**config.mk**
```make
export PLATFORM = sky130hd
export DESIGN_NAME = gpio_cfg_serializer_flat
export DESIGN_NICKNAME = d
export VERILOG_FILES = /design/src/rtl/gpio_cfg_serializer_if.sv /design/src/rtl/gpio_cfg_serializer.sv /design/src/flat_wrapper.sv
export SDC_FILE = /design/constraint.sdc
export NUM_CORES = 2
export LEC_CHECK = 0
export CORE_UTILIZATION = 30
export CTS_CLUSTER_SIZE = 40
export DETAILED_ROUTE_END_ITERATION = 8
export PLACE_DENSITY_LB_ADDON = 0.15
export SLEW_MARGIN = 20
export SYNTH_ARGS = -nofsm -noshare
export SYNTH_HDL_FRONTEND = slang
export SYNTH_SLANG_ARGS = --single-unit
export TNS_END_PERCENT = 50
```
**constraint.sdc**
```tcl
create_clock -name clock -period 2.75 [get_ports clock]
set_input_delay 0.275 -clock clock [delete_from_list [all_inputs] [get_ports clock]]
set_output_delay 0.275 -clock clock [all_outputs]
set_load 0.01 [all_outputs]
```
**src/rtl/gpio_cfg_serializer_if.sv**
```systemverilog
// Management-side bus for gpio_cfg_serializer: config
// register port, transfer handshake and serial chain pins.
interface gpio_cfg_serializer_if #(
    parameter int NPADS    = 38,
    parameter int CFG_BITS = 13
);
    localparam int AW = (NPADS > 1) ? $clog2(NPADS) : 1;

    logic                cfg_we;
    logic [AW-1:0]       cfg_addr;
    logic [CFG_BITS-1:0] cfg_wdata;
    logic [CFG_BITS-1:0] cfg_rdata;
    logic                xfer_start;
    logic                busy;
    logic                done;
    logic                serial_clock;
    logic                serial_data_out;
    logic                serial_load;
    logic                serial_resetn;

    modport master (
        output cfg_we, cfg_addr, cfg_wdata, xfer_start,
        input  cfg_rdata, busy, done,
        input  serial_clock, serial_data_out,
        input  serial_load, serial_resetn
    );

    modport slave (
        input  cfg_we, cfg_addr, cfg_wdata, xfer_start,
        output cfg_rdata, busy, done,
        output serial_clock, serial_data_out,
        output serial_load, serial_resetn
    );
endinterface

```
**src/rtl/gpio_cfg_serializer.sv**
```systemverilog
// Pad config chain transmitter: one word per pad, shifted out
// serially on request. GPIO_CFG_CHAIN_RESET_EN adds a chain-reset phase.
module gpio_cfg_serializer #(
    parameter int                  NPADS    = 38,
    parameter int                  CFG_BITS = 13,
    parameter int                  CLK_DIV  = 2,
    parameter logic [CFG_BITS-1:0] CFG_INIT = 13'h0403
) (
    input  logic                clock,
    input  logic                resetb,
    gpio_cfg_serializer_if.slave bus
);
    localparam int NBITS = NPADS * CFG_BITS;
    localparam int BW    = (NBITS > 1) ? $clog2(NBITS) : 1;
    localparam int DW    = (CLK_DIV > 1) ? $clog2(CLK_DIV) : 1;

    typedef enum logic [2:0] {
        S_IDLE,
        S_RSTC,
        S_SHIFT_LO,
        S_SHIFT_HI,
        S_LOAD,
        S_DONE
    } state_e;

    state_e              state_q, state_d;
    logic [DW-1:0]       div_q, div_d;
    logic [BW-1:0]       bit_q, bit_d;
    logic [NBITS-1:0]    shift_q, shift_d;
    logic                data_q, data_d;
    logic                rstn_q;
    logic [CFG_BITS-1:0] words_q [NPADS];
    logic [CFG_BITS-1:0] words_d [NPADS];
    logic [NBITS-1:0]    snap;
    logic                addr_ok;
    logic                wr_ok;
    logic                div_last;

    assign addr_ok  = int'(bus.cfg_addr) < NPADS;
    assign div_last = (div_q == DW'(CLK_DIV - 1));

    assign bus.cfg_rdata       = addr_ok ? words_q[bus.cfg_addr] : '0;
    assign bus.busy            = (state_q == S_RSTC)
                              || (state_q == S_SHIFT_LO)
                              || (state_q == S_SHIFT_HI)
                              || (state_q == S_LOAD);
    assign bus.done            = (state_q == S_DONE);
    assign bus.serial_clock    = (state_q == S_SHIFT_HI);
    assign bus.serial_load     = (state_q == S_LOAD);
    assign bus.serial_data_out = data_q;
    assign bus.serial_resetn   = rstn_q && (state_q != S_RSTC);

    // Next-state: word writes, snapshot on accept, bit sequencing.
    always_comb begin
        state_d = state_q;
        div_d   = div_q;
        bit_d   = bit_q;
        shift_d = shift_q;
        data_d  = data_q;
        words_d = words_q;
        snap    = '0;
        wr_ok   = (state_q == S_IDLE) && bus.cfg_we && addr_ok;

        if (wr_ok) begin
            words_d[bus.cfg_addr] = bus.cfg_wdata;
        end
        // Pad NPADS-1 sits at the top so its MSB leaves first.
        for (int p = 0; p < NPADS; p++) begin
            snap[p*CFG_BITS +: CFG_BITS] = words_d[p];
        end

        unique case (state_q)
            S_IDLE: begin
                if (bus.xfer_start) begin
                    div_d = '0;
                    bit_d = '0;
`ifdef GPIO_CFG_CHAIN_RESET_EN
                    state_d = S_RSTC;
                    shift_d = snap;
`else
                    state_d = S_SHIFT_LO;
                    data_d  = snap[NBITS-1];
                    shift_d = snap << 1;
`endif
                end
            end
            S_RSTC: begin
                if (div_last) begin
                    state_d = S_SHIFT_LO;
                    div_d   = '0;
                    data_d  = shift_q[NBITS-1];
                    shift_d = shift_q << 1;
                end else begin
                    div_d = div_q + DW'(1);
                end
            end
            S_SHIFT_LO: begin
                if (div_last) begin
                    state_d = S_SHIFT_HI;
                    div_d   = '0;
                end else begin
                    div_d = div_q + DW'(1);
                end
            end
            S_SHIFT_HI: begin
                if (div_last) begin
                    div_d = '0;
                    if (bit_q == BW'(NBITS - 1)) begin
                        state_d = S_LOAD;
                    end else begin
                        state_d = S_SHIFT_LO;
                        bit_d   = bit_q + BW'(1);
                        data_d  = shift_q[NBITS-1];
                        shift_d = shift_q << 1;
                    end
                end else begin
                    div_d = div_q + DW'(1);
                end
            end
            S_LOAD: begin
                if (div_last) begin
                    state_d = S_DONE;
                    div_d   = '0;
                end else begin
                    div_d = div_q + DW'(1);
                end
            end
            S_DONE: begin
                state_d = S_IDLE;
            end
            default: begin
                state_d = S_IDLE;
            end
        endcase
    end

    // State and datapath registers; reset aborts any transfer at once.
    always_ff @(posedge clock) begin
        if (!resetb) begin
            state_q <= S_IDLE;
            div_q   <= '0;
            bit_q   <= '0;
            shift_q <= '0;
            data_q  <= 1'b0;
            rstn_q  <= 1'b0;
            for (int p = 0; p < NPADS; p++) begin
                words_q[p] <= CFG_INIT;
            end
        end else begin
            state_q <= state_d;
            div_q   <= div_d;
            bit_q   <= bit_d;
            shift_q <= shift_d;
            data_q  <= data_d;
            rstn_q  <= 1'b1;
            for (int p = 0; p < NPADS; p++) begin
                words_q[p] <= words_d[p];
            end
        end
    end
endmodule

```
**src/flat_wrapper.sv**
```systemverilog
// flat-port wrapper written by rule: the top's interface ports become plain ports
module gpio_cfg_serializer_flat 
#(
    parameter int                  NPADS    = 38,
    parameter int                  CFG_BITS = 13,
    parameter int                  CLK_DIV  = 2,
    parameter logic [CFG_BITS-1:0] CFG_INIT = 13'h0403
)
  (clock, resetb, bus_cfg_we, bus_cfg_addr, bus_cfg_wdata, bus_xfer_start, bus_cfg_rdata, bus_busy, bus_done, bus_serial_clock, bus_serial_data_out, bus_serial_load, bus_serial_resetn);
  gpio_cfg_serializer_if #(.NPADS(NPADS), .CFG_BITS(CFG_BITS)) bus_i ();
  input  logic clock;
  input  logic resetb;
  input wire logic [$bits(bus_i.cfg_we)-1:0] bus_cfg_we;
  input wire logic [$bits(bus_i.cfg_addr)-1:0] bus_cfg_addr;
  input wire logic [$bits(bus_i.cfg_wdata)-1:0] bus_cfg_wdata;
  input wire logic [$bits(bus_i.xfer_start)-1:0] bus_xfer_start;
  output wire logic [$bits(bus_i.cfg_rdata)-1:0] bus_cfg_rdata;
  output wire logic [$bits(bus_i.busy)-1:0] bus_busy;
  output wire logic [$bits(bus_i.done)-1:0] bus_done;
  output wire logic [$bits(bus_i.serial_clock)-1:0] bus_serial_clock;
  output wire logic [$bits(bus_i.serial_data_out)-1:0] bus_serial_data_out;
  output wire logic [$bits(bus_i.serial_load)-1:0] bus_serial_load;
  output wire logic [$bits(bus_i.serial_resetn)-1:0] bus_serial_resetn;
  assign bus_i.cfg_we = bus_cfg_we;
  assign bus_i.cfg_addr = bus_cfg_addr;
  assign bus_i.cfg_wdata = bus_cfg_wdata;
  assign bus_i.xfer_start = bus_xfer_start;
  assign bus_cfg_rdata = bus_i.cfg_rdata;
  assign bus_busy = bus_i.busy;
  assign bus_done = bus_i.done;
  assign bus_serial_clock = bus_i.serial_clock;
  assign bus_serial_data_out = bus_i.serial_data_out;
  assign bus_serial_load = bus_i.serial_load;
  assign bus_serial_resetn = bus_i.serial_resetn;
  gpio_cfg_serializer #(.NPADS(NPADS), .CFG_BITS(CFG_BITS), .CLK_DIV(CLK_DIV), .CFG_INIT(CFG_INIT)) u_core (.clock(clock), .resetb(resetb), .bus(bus_i));
endmodule
```
==> results.md <==
- Mapped Area: 43,000 µm²
- Run status: finished with violations
- Total CTS buffers: 114
- Worst Path Max Fanout: 2
- FFs w/ async S/R, synth: 0%
- TritonCTS clock tree: done
- Post-synth EDFFs: 0
- Detail Route Antenna Nets: 0
- Avg WL per Cell: 24.2 µm
- Nets: 4,638
- Yosys cell types: 65
- Starting density of the core: 30.3%
- Die extent in y: 381 µm
- Crit path kind: flop to primary output
- Gr usage total: 21.6%
- Clock network power share: 46.3%
- Cell Int Power: 25,000 µW
- Initial antenna violation count: 3
- Worst endpoint data arrival time: 2.61 ns
- Place WS: -0.629 ns
- Most common cell after layout, fill and taps aside: dfxtp_1
- Seq cells post-synth: 1,002
- Register area share after synthesis: 46.6%
- Fill count: 14.6k
- Crit path required time: 2.48 ns
- Final setup vio count: 7
- Most frequent cells in the layout: dfxtp_1 (971), nor2_1 (898), mux2i_1 (575), a211oi_1 (495), a21o_1 (493)
- Fmax: 0.347 GHz
- Max-slew violation count: 0
- First-pass GRT wire length: 236 mm
- Core Rows: 138
- DRC viols: 0
- Post-CTS setup buffers: 0
- Minimum clock period: 2.88 ns
- Pleak: 0.0274 µW
- CTS sink count: 1,002
- Failing checks: negative setup slack
- CTS root buffer: clkbuf_16
- H-tree depth: 3
- Endpoints failing hold: 0
- Layout cells sized above 1: 18.1%
- CORE AREA: 142,000 µm²
- NetSw: 8340 µW
- Via count: 34.4k
- First drt pass iteration count: 5
- Power share of the sequential group: 45.1%
- Diode count: 0
- Min-Delay Path Class: primary input to flop
- Vias per Instance: 5.23
- Die ar.: 145,000 µm²
- Synthesis warning total: 0
- Detail Placement HPWL: 110 mm
- Total power: 33,300 µW
- Layout area overhead: 21.8%
- Final Cell Area: 52,400 µm²
- Fin Hold WS: 0.116 ns
- Worst-Margin Slew: 0.792 ns
- Comb pwr share: 8.6%
- Global route overflow: 0
- WL final: 159 mm
- Switching Fraction: 25.0%
- Fin util: 36.9%
- Vias in the first global route: 33.8k
- CTS max path bufs: 3
- Iteration-0 DRC Markers: 2,847
- Placed Area: 48,200 µm²
- Slack of the critical path: -0.133 ns
- GPL Wtd Cong: 0.888
- Clk_lat worst skew: 0.75 ns
- Prevailing post-synth register cell: dfxtp_1
- Crit. End Element: primary output
- Syn_nets: 4,497
- CP Launch Type: flop
- Average size of a mapped cell: 9.62 µm²
- # port buffers: 41
- Max_cap viols: 0
- RSZ-0062 raised after global routing: true
- Slew headroom: 47.2%
- Clk slew on worst S/H paths: 0.06 ns
- PwrDens: 636 nW/µm²
- Worst Skew: 0.0267 ns
- IR drop worst, VDD: 435 µV
- Part of the cycle the worst path needs: 105%
- I/O pins: 42
- Largest net degree at the start of global routing: 118
- Die X: 381 µm
- Synthesized instance count: 4,472
power by group through the flow:
stage / clock (µW) / combinational (µW) / sequential [µW]
after floorplan: 0 / 1580 / 15300
after global placement: 0 / 2830 / 15300
after detailed placement: 0 / 2830 / 15400
after CTS: 15800 / 2860 / 15000
after global routing: 16400 / 3060 / 15100
final: 15400 / 2860 / 15000
cells in the mapped netlist (3+ instances only):
master,count,area (µm²)
dfxtp_1,1002,20100
o22ai_1,31,194
a21o_1,493,3700
nand4_1,9,56.3
nor2b_1,7,43.8
inv_1,3,11.3
nand4_2,5,62.6
o221ai_1,6,52.6
and3b_1,4,35.0
buf_6,11,124
a31oi_1,4,25.0
nand3b_1,3,22.5
xor2_1,4,35.0
a22oi_1,38,285
a21oi_1,20,100
and4_1,3,26.3
o22a_1,7,61.3
nand2b_1,7,43.8
nor2_1,902,3390
a211oi_1,496,3720
mux4_2,37,833
mux2_2,22,248
mux2i_1,589,5900
a22o_1,7,61.3
nand4_4,3,63.8
buf_4,40,300
buf_1,29,109
and3_1,3,18.8
nor3b_4,3,56.3
o21a_1,5,37.5
or3_1,5,31.3
buf_2,87,435
nand2_1,159,597
a221oi_1,35,307
nand3_1,11,55.1
nand3_2,22,220
clkbuf_1,272,1020
o21ai_0,34,170
nand3_4,6,105
o211ai_1,5,37.5
or2_2,3,18.8
and2_1,6,37.5
metal layers:
metal	global-route usage [%]	routed length [µm]	share of wire, %
met1	30.7	76700	48
met2	33.7	71100	45
met3	3.58	7930	5.0
met4	5.85	3580	2.2
met5	0	26	0.016
cells by family after synthesis:
| logic type | Yosys count | synth area share [%] |
|---|---|---|
| AO/OA/AOI/OAI | 1192 | 20.6 |
| XOR/XNOR | 6 | 0.122 |
| adder cells (fa/ha/maj) | 2 | 0.0581 |
| buffers and inverters | 446 | 4.72 |
| flip-flops | 1002 | 46.6 |
| multiplexers | 648 | 16.2 |
| AND/OR/NAND/NOR | 1176 | 11.7 |
registers in the layout, summed over array words and instances, names as in the netlist:
signal,count
u_core.bit_q,9
u_core.div_last,1
u_core.state_q,3
u_core.words_q,494
u_core.shift_q,493
u_core.bus.serial_data_out,1
u_core.rstn_q,1
area by class of cell:
type	instances	area [µm²]	area share, %
Clock buffer	173	3420	6.51
Clock inverter	22	332	0.632
Inverter	6	31.3	0.0597
Multi-Input combinational cell	3024	21500	41.0
Sequential cell	1002	20100	38.3
Tap cell	1890	2360	4.51
Timing Repair Buffer	465	4680	8.93
per-stage QoR:
step	instances	setup TNS, ns
floorplan	4472	0
global placement	6397	-7.82
detailed placement	6397	-7.72
CTS	6583	-1.05
global route	6582	-1.00
finish	6582	-0.478
worst paths after layout:
check	startpoint	endpoint	slack, ns	cells past startpoint
worst max register to register	u_core.bit_q[0]	u_core.shift_q[119]	0.33	9
worst min register to register	u_core.shift_q[216]	u_core.shift_q[216]	0.45	1
worst min-delay path	bus_cfg_wdata[11]	u_core.words_q[479]	0.12	3
worst max-delay path	u_core.words_q[66]	bus_cfg_rdata[1]	-0.13	6
critical path, stage by stage, from the launching register on:
cell	delay [ns]
dfxtp_1	0.32
mux4_2	0.51
o2bb2ai_4	0.18
nand2_2	0.08
nand2_1	0.05
or4_4	0.57
buf_6	0.16
repair_timing:
item | CTS | global route
setup endpoints to repair | 14 | 15
gates resized for setup | 170 | 38
pin swaps | 39 | 18
hold endpoints to repair | 44 | 0
hold buffers | 1 | 0
Note: power is estimated with default switching activity, not from simulation.
